## config.mk

```make
export PLATFORM = sky130hd
export DESIGN_NAME = fifo_ctrl
export DESIGN_NICKNAME = d
export VERILOG_FILES = /design/src/rtl/fifo_pkg.sv /design/src/rtl/fifo_mem.sv /design/src/rtl/fifo_ctrl.sv
export SDC_FILE = /design/constraint.sdc
export NUM_CORES = 1
export LEC_CHECK = 0
export ABC_AREA = 0
export CAP_MARGIN = 40
export CORE_MARGIN = 4
export CORE_UTILIZATION = 50
export CTS_CLUSTER_SIZE = 10
export DETAILED_ROUTE_END_ITERATION = 10
export PLACE_DENSITY_LB_ADDON = 0.12
export SKIP_CTS_REPAIR_TIMING = 1
export SLEW_MARGIN = 20
export SYNTH_ARGS = -nofsm -noshare
export SYNTH_HDL_FRONTEND = slang
export SYNTH_HIERARCHICAL = 1
export SYNTH_SLANG_ARGS = --single-unit
```

## constraint.sdc

```tcl
create_clock -name clk -period 2.7 [get_ports clk]
set_input_delay 0.54 -clock clk [delete_from_list [all_inputs] [get_ports clk]]
set_output_delay 0.54 -clock clk [all_outputs]
set_load 0.05 [all_outputs]
```

## src/rtl/fifo_pkg.sv

```systemverilog
// Shared sizing, threshold defaults and helper types for the 8-entry transaction FIFO.
package fifo_pkg;

  localparam int unsigned DATA_W = 12;
  localparam int unsigned ADDR_W = 3;
  localparam int unsigned DEPTH  = 1 << ADDR_W;
  localparam int unsigned CNT_W  = ADDR_W + 1;

  localparam int unsigned AF_THR = 6;
  localparam int unsigned AE_THR = 2;

  typedef logic [DATA_W-1:0] data_t;
  typedef logic [ADDR_W-1:0] ptr_t;
  typedef logic [CNT_W-1:0]  cnt_t;

endpackage

```

## src/rtl/fifo_mem.sv

```systemverilog
// Dual-port register array: synchronous write, read data registered on rd_e, no reset on storage.
module fifo_mem
  import fifo_pkg::*;
(
  input  logic  clk,
  input  logic  wr_e,
  input  logic  rd_e,
  input  ptr_t  wr_ptr,
  input  ptr_t  rd_ptr,
  input  data_t data_w,
  output data_t data_r
);

  data_t mem_q [DEPTH];
  data_t data_r_q;

  // A read and write to the same slot in one cycle returns the old word (full + push/pop).
  always_ff @(posedge clk) begin
    if (wr_e) begin
      mem_q[wr_ptr] <= data_w;
    end
    if (rd_e) begin
      data_r_q <= mem_q[rd_ptr];
    end
  end

  assign data_r = data_r_q;

endmodule

```

## src/rtl/fifo_ctrl.sv

```systemverilog
// FIFO controller: pointer/count sequencing, sticky error, registered read strobe and status flags.
module fifo_ctrl
  import fifo_pkg::*;
#(
  parameter int unsigned AfThr = AF_THR,
  parameter int unsigned AeThr = AE_THR
) (
  input  logic              clk,
  input  logic              reset_L,
  input  logic              push,
  input  logic [DATA_W-1:0] data_in,
  input  logic              pop,
  output logic [DATA_W-1:0] data_out,
  output logic              valid_out,
  output logic [ADDR_W:0]   count,
  output logic              full,
  output logic              empty,
  output logic              almost_full,
  output logic              almost_empty,
  output logic              error
);

  ptr_t  wr_ptr_q, wr_ptr_d;
  ptr_t  rd_ptr_q, rd_ptr_d;
  cnt_t  count_q, count_d;
  logic  error_q, error_d;
  logic  valid_q, valid_d;
  logic  data_live_q, data_live_d;
  logic  push_acc, pop_acc;
  data_t mem_rdata;

  always_comb begin
    pop_acc     = pop && (count_q != '0);
    push_acc    = push && ((count_q != cnt_t'(DEPTH)) || pop_acc);
    wr_ptr_d    = push_acc ? wr_ptr_q + ptr_t'(1) : wr_ptr_q;
    rd_ptr_d    = pop_acc ? rd_ptr_q + ptr_t'(1) : rd_ptr_q;
    count_d     = count_q + cnt_t'(push_acc) - cnt_t'(pop_acc);
    error_d     = error_q | (push && !push_acc) | (pop && !pop_acc);
    valid_d     = pop_acc;
    data_live_d = data_live_q | pop_acc;
  end

  always_ff @(posedge clk or negedge reset_L) begin
    if (!reset_L) begin
      wr_ptr_q    <= '0;
      rd_ptr_q    <= '0;
      count_q     <= '0;
      error_q     <= 1'b0;
      valid_q     <= 1'b0;
      data_live_q <= 1'b0;
    end else begin
      wr_ptr_q    <= wr_ptr_d;
      rd_ptr_q    <= rd_ptr_d;
      count_q     <= count_d;
      error_q     <= error_d;
      valid_q     <= valid_d;
      data_live_q <= data_live_d;
    end
  end

  fifo_mem u_mem (
    .clk    (clk),
    .wr_e   (push_acc),
    .rd_e   (pop_acc),
    .wr_ptr (wr_ptr_q),
    .rd_ptr (rd_ptr_q),
    .data_w (data_in),
    .data_r (mem_rdata)
  );

  // The memory read register has no reset; mask it until the first pop after reset.
  assign data_out     = data_live_q ? mem_rdata : '0;
  assign valid_out    = valid_q;
  assign count        = count_q;
  assign error        = error_q;
  assign full         = (count_q == cnt_t'(DEPTH));
  assign empty        = (count_q == '0);
  assign almost_full  = (count_q >= cnt_t'(AfThr));
  assign almost_empty = (count_q <= cnt_t'(AeThr));

endmodule
```

==> results.md <==
- The final antenna-violating net count is 0.
- In the routed design, unresolved DRC markers number 0.
- STA classifies the critical path endpoint as an output pin.
- Summed over all cells, the static leakage comes to around 2.3 nW.
- The via count of the first global-routing pass came to 2471.
- Dividing the final minimum period by the clock period gives 95.09%.
- Entering global routing, the biggest net connects 19 pins.
- The cell family with the largest share of critical-path delay is buffers and inverters.
- The initial core utilization is 52.16%.
- The data arrival time of the critical path is between 2000 and 2500 ps.
- The post-detailed-route wirelength per cell is 20.06 um.
- The largest individual stage delay along the critical path comes from the cell clkdlybuf4s50_1.
- The number of levels in the clock H-tree is 4.
- The diode insertion count for antenna repair is 0.
- Between clock sinks in the finished design, the worst skew comes to between 6 and 7 ps.
- Sorting the synthesized cells by area gives the leading types as edfxtp_1, mux4_1, dfrtp_1.
- Setup slack on the critical path of the routed design comes to 132.4 ps.
- The clock tree from TritonCTS is done.
- The setup path with the least slack is of type reg -> out.
- The number of pins with negative max-slew slack in the final report came to 0.
- The routability congestion estimate is 0.7164.
- Counting the buffers created by CTS gives 17.
- The floorplan has 35 rows.
- Of the total synthesized cell area, the portion taken by full adders, half adders and majority gates is 2.713%.
- The buffer cell driving the clock tree root is clkbuf_8.
- The top routing layer in use is met4.
- The share of the synthesized area in the top cell type is 66.34%.
- The overall fraction of global-route tracks in use is 17.13%.
- The net count after synthesis is 261.
- The number of hold-slack violations in the final timing report is 0.
- The setup-violating endpoint count in the final report is 0.
- The synthesized area per cell is 20.80 um2.
- For this block, wires on met1 add up to around 3.8 mm.
- The library cells used most frequently in the layout, excluding fill and tap cells, are edfxtp_1, clkdlybuf4s50_1, mux4_1.
- For this run, the top clock speed supported by timing is 389.5 MHz.
- For this run, the slowest stage of the critical path takes 820 ps.
- Clock-pin slew was measured on the worst setup and hold paths at 60 ps.
- The worst setup slack for register-to-register paths is around 550 ps.
- The total power density per cell area is 1195 nW/um2.
- After synthesis, the share of cell area in mux cells is 16.18%.
- During placement, the flow inserted port buffers numbering 37.
- The number of optimization iterations in the first detailed-route pass is 4.
- The worst slack after detailed placement is 292.9 ps.
- The area growth from synthesis to final layout is 25.95%.
- The data required time of the critical path is 2160 ps.
- The fraction of final layout cells sized beyond drive strength 1 is between 20% and 30%.
- The floorplan step defined a die boundary enclosing 11420 um2.
- The area of the core is 9371 um2.
- The post-route non-filler standard cell count is approximately 440.
- The register area share after synthesis is 73.00%.
- In this run the horizontal extent of the chip is 106.9 um.
- The flow ran to the end, and the final reports show no timing, DRC or antenna violations.
- The I/O pin count is 38.
- The detailed router placed 2346 vias in this run.
- The die is approximately 110 um tall.
- Summing the areas of all compound-gate instances in the mapped netlist gives 1.177% of the synthesized area.
- The signal on the critical path passes through and2_1, clkdlybuf4s50_1.
- Summed over all instances, the cell type with the most area after synthesis is edfxtp_1.
- The met3 wire length is approximately 400 um.
- The worst-path maximum fanout is 13.
- The number of unique standard cell types used by synthesis is 30.
- The area fraction in and, or, nand and nor cells after synthesis is roughly 4.3%.
- The post-detailed-route via-to-cell ratio is 5.320.
- The path class of the tightest hold or removal check is in -> async.
- The number of violations of the max-capacitance limit is 0.
- The library cell used most frequently in the layout, excluding fill and tap cells, is edfxtp_1.
- The post-synthesis xor/xnor area fraction is ~1.1%.
- The initial antenna violation count is 0.
- Counting both buffers and inverters, the worst setup path holds a total of 1.
- The number of placed cells counting well taps is 409.
- The maximum ir drop on the vdd rail is ~0.58 mV.
- The yosys synthesis warning count is 6.
- The startpoint kind of the worst setup timing path is a register.
- The total number of clock tree sinks is 121.
- The remaining global-route overflow is 0.
- The cell area after technology mapping is 4888 um2.
- The routed wire length is 8.847 mm.
- The routed design uses 4.544 mm of met2 wire.
- The total number of nets in the final design is approximately 330.
- The count of mapped cells out of synthesis is 235.
- The first-iteration detailed-routing DRC count is 88.
- Setup repair after global routing left no endpoint under its margin.
- By area, the combinational part of the netlist is dominated by multiplexers.
- The synthesis-stage register bit count is 121.
- For the finished layout, the period the worst path requires is 2568 ps.
- The headroom to the max-slew limit is 50.71%.
- The deepest clock path buffer count is 2.
- The insertion delay to the later sink of the worst-skew pair is 490 ps.
- The slew of the pin with the lowest slew margin is around 740 ps.
- The first-pass GRT wire length is approximately 14 mm.
- The HPWL after detailed placement is 5.425 mm.
## per-stage QoR
stage	power (mW)	cell area, um2	utilization, %	TNS (ps)	hold slack [ps]
2_1_floorplan	4.422	4930	-	0	244.4
3_3_place_gp	5.146	5547	59.19	0	461.0
3_5_place_dp	5.184	5547	59.19	0	461.8
4_1_cts	7.453	6146	65.58	-470.0	423.9
5_1_grt	7.714	6157	65.70	0	444.9
6_report	7.357	6157	65.70	0	423.6
## sequential cells by signal, indices dropped and copies added (netlist names)
register	flops
wr_ptr_q	3
data_live_q	1
valid_out	1
rd_ptr_q	3
u_mem/mem_q	96
count	4
u_mem/data_r	12
error	1
## cell usage after synthesis, drive strengths merged
cell / n
edfxtp: 108
mux4: 24
mux2: 14
dfrtp: 13
and2: 12
ha: 9
nor2: 8
nand2: 7
inv: 6
buf: 5
nand2b: 5
clkbuf: 3
xnor2: 3
xor2: 3
a21oi: 2
nor3: 2
a21o: 1
a22o: 1
fa: 1
mux2i: 1
nor2b: 1
nor3b: 1
o211ai: 1
o21ai: 1
o21bai: 1
or2b: 1
or3b: 1
## power by group
group	internal [mW]	switching (mW)
registers	2.50	0.245
logic	1.08	1.29
clock network	1.49	0.750
total	5.07	2.28
## area by class of cell
cell class                 instances  area, um2
clock buffer                      19      421.7
sequential                       121       3572
inverter                           6      26.28
clock inverter                    13      177.7
fill                             648       3214
tap                              129      161.4
timing repair buffer              53      510.5
multi-input combinational        100       1287
## logic make-up after synthesis
logic type	after synthesis
XOR/XNOR	6
buffers and inverters	14
adder cells (fa/ha/maj)	10
multiplexers	39
AND/OR/NAND/NOR	38
flip-flops	121
AO/OA/AOI/OAI	7
## routing by layer
metal  up-vias  global-route usage [%]
met5         -                       0
met4         0                   6.301
met3         8                   4.997
met2        48                   28.96
met1      1214                   20.99
li1       1076                       -
## worst paths after layout
path,to,start,cells after the start
worst min-delay path,count[0]$_DFF_PN0_,reset_L,1
min in group clk,error$_DFF_PN0_,error$_DFF_PN0_,1
worst max-delay path,data_out[2],data_live_q$_DFF_PN0_,2
max in group asynchronous,data_live_q$_DFF_PN0_,reset_L,1
worst min register to register,error$_DFF_PN0_,error$_DFF_PN0_,1
worst max register to register,count[2]$_DFF_PN0_,count[2]$_DFF_PN0_,8
(Power assumes the default switching activity.)
==> patch, RTL diff (same settings) <==
The package constant `DATA_W` goes from 12 to 18.
--- a/src/rtl/fifo_pkg.sv
+++ b/src/rtl/fifo_pkg.sv
@@ -2,5 +2,5 @@
 package fifo_pkg;
 
-  localparam int unsigned DATA_W = 12;
+  localparam int unsigned DATA_W = 18;
   localparam int unsigned ADDR_W = 3;
   localparam int unsigned DEPTH  = 1 << ADDR_W;
Interface: changed (resized data_in and data_out); port bits go from 38 to 50. The function was not compared with the original's and may differ.
==> patch against the original RTL <==
Sequential cell count increased by 54. Routed wire length is 39% higher. Register-to-register slack got worse by 0.02 ns. Final area rose by 36%. Total power rose by 25%. Worst hold slack better by 0.053 ns. Setup slack gained 0.030 ns. Area after synthesis increased by 42%. Highest routed layer unchanged.
==> patch: results (changes against the original RTL) <==
met1 wire length=5470 microns (+43%); flop-to-flop setup slack=0.53 ns (-0.02 ns); worst reg2reg startpoint=count[3]; maximum vdd drop=512 uV (-11%); Synth Net Count=348 (+33%); outcome=completed; Reg power frac=0.416 (+0.043); max incr delay on CP=0.79 ns (-0.03 ns); post-synthesis adder-cell area fraction=0.0190 (-0.00808); dpl hpwl=7620 microns (+40%); Clk pwr share=0.238 (-0.067); met3 Use GR=0.0415 (-0.00848); largest register by flop count=u_mem/mem_q; CP Max Fanout=4 (-9); fillcell total=1007 (+55%); Netlist cell types=31 (+3.3%); Final #Nets=428 (+32%); Largest register FFs=144 (+50%); largest net degree at the start of global routing=39 (+20); Hold Path Origin=error; P_leak=2.97 nW (+32%); detailed router's first-iteration violation count=137 (+56%); final wirelength=12300 microns (+39%); Port Buffers=49 (+32%); Post-synth EDFFs=162 (+50%); final clock period utilization by the worst path=0.940 (-0.0111); FFs w/ async S/R, synth=0.0743 (-0.0332); clk buf depth=2 (unchanged); layout cell share with drive strength beyond 1=0.230 (-0.0234); CP max stage cell=clkdlybuf4s50_1; Synth top cells by count=edfxtp_1 (162), mux4_1 (36), mux2_2 (19); switching power=0.00293 W (+28%); worst r2r path cells=10 (+2); Hold Crit Class=reg2reg; Setup WS pre-CTS=0.262 ns (-0.0309 ns); GR Util met1=0.224 (+0.0137); Clk Latency, worst-skew pair=0.42 ns (-0.07 ns); Hold WS=0.477 ns (+0.0535 ns); first-pass GRT wire length=19300 microns (+39%); compound-gate portion of the synthesized area=0.00827 (-0.00351); Worst slew margin=0.592 (+0.0849); met2 wire len=6040 microns (+33%); gr usage total=0.166 (-0.00549); Arrival @ worst endpoint=2.00 ns (-0.03 ns); top cells by area, synth=edfxtp_1 (70%), mux4_1 (14%), dfrtp_1 (4.7%); routability congestion estimate=0.756 (+5.6%); vias in the first global route=3385 (+37%); post-synthesis mux area share=0.170 (+0.00841); root buf cell=clkbuf_16; routed length on met3=560 microns (+44%); M2 GR Usage=0.263 (-0.0267); Vias=3214 (+37%); FF-to-FF End=count[3]; Post-Synth XOR/XNOR Area=0.00755 (-0.00320); Fin Clk Skew=0.00978 ns (+0.00331 ns); register area share after synthesis=0.745 (+0.0154)
[patch: cell count changes after synthesis]
cell      change
and2_1        +6
buf_1         +2
buf_6         +1
clkbuf_1      -2
clkbuf_2      +2
edfxtp_1     +54
mux2_2        +6
mux4_1       +15
mux4_2        -3
[patch: layout make-up]
class / count / area (sq um) / area share
clock buffers: 21 / 440 / 0.0527
clock inverters: 11 / 90.1 / 0.0108
inverters: 6 / 26.3 / 0.00314
multi-input cells: 124 / 1700 / 0.203
flip-flops and latches: 175 / 5190 / 0.621
well taps: 176 / 220 / 0.0263
repair buffers: 72 / 696 / 0.0832
[patch: through the flow]
stage               utilization  power (W)  setup TNS (ns)  area, sq um  std cells
finish                    0.622    0.00921               0         8360        585
CTS                       0.621    0.00933          -0.133         8360        585
global placement          0.582    0.00708               0         7830        553
floorplan                     -    0.00611          -0.191         6990        316
detailed placement        0.582    0.00713               0         7830        553
global route              0.622    0.00968               0         8360        585
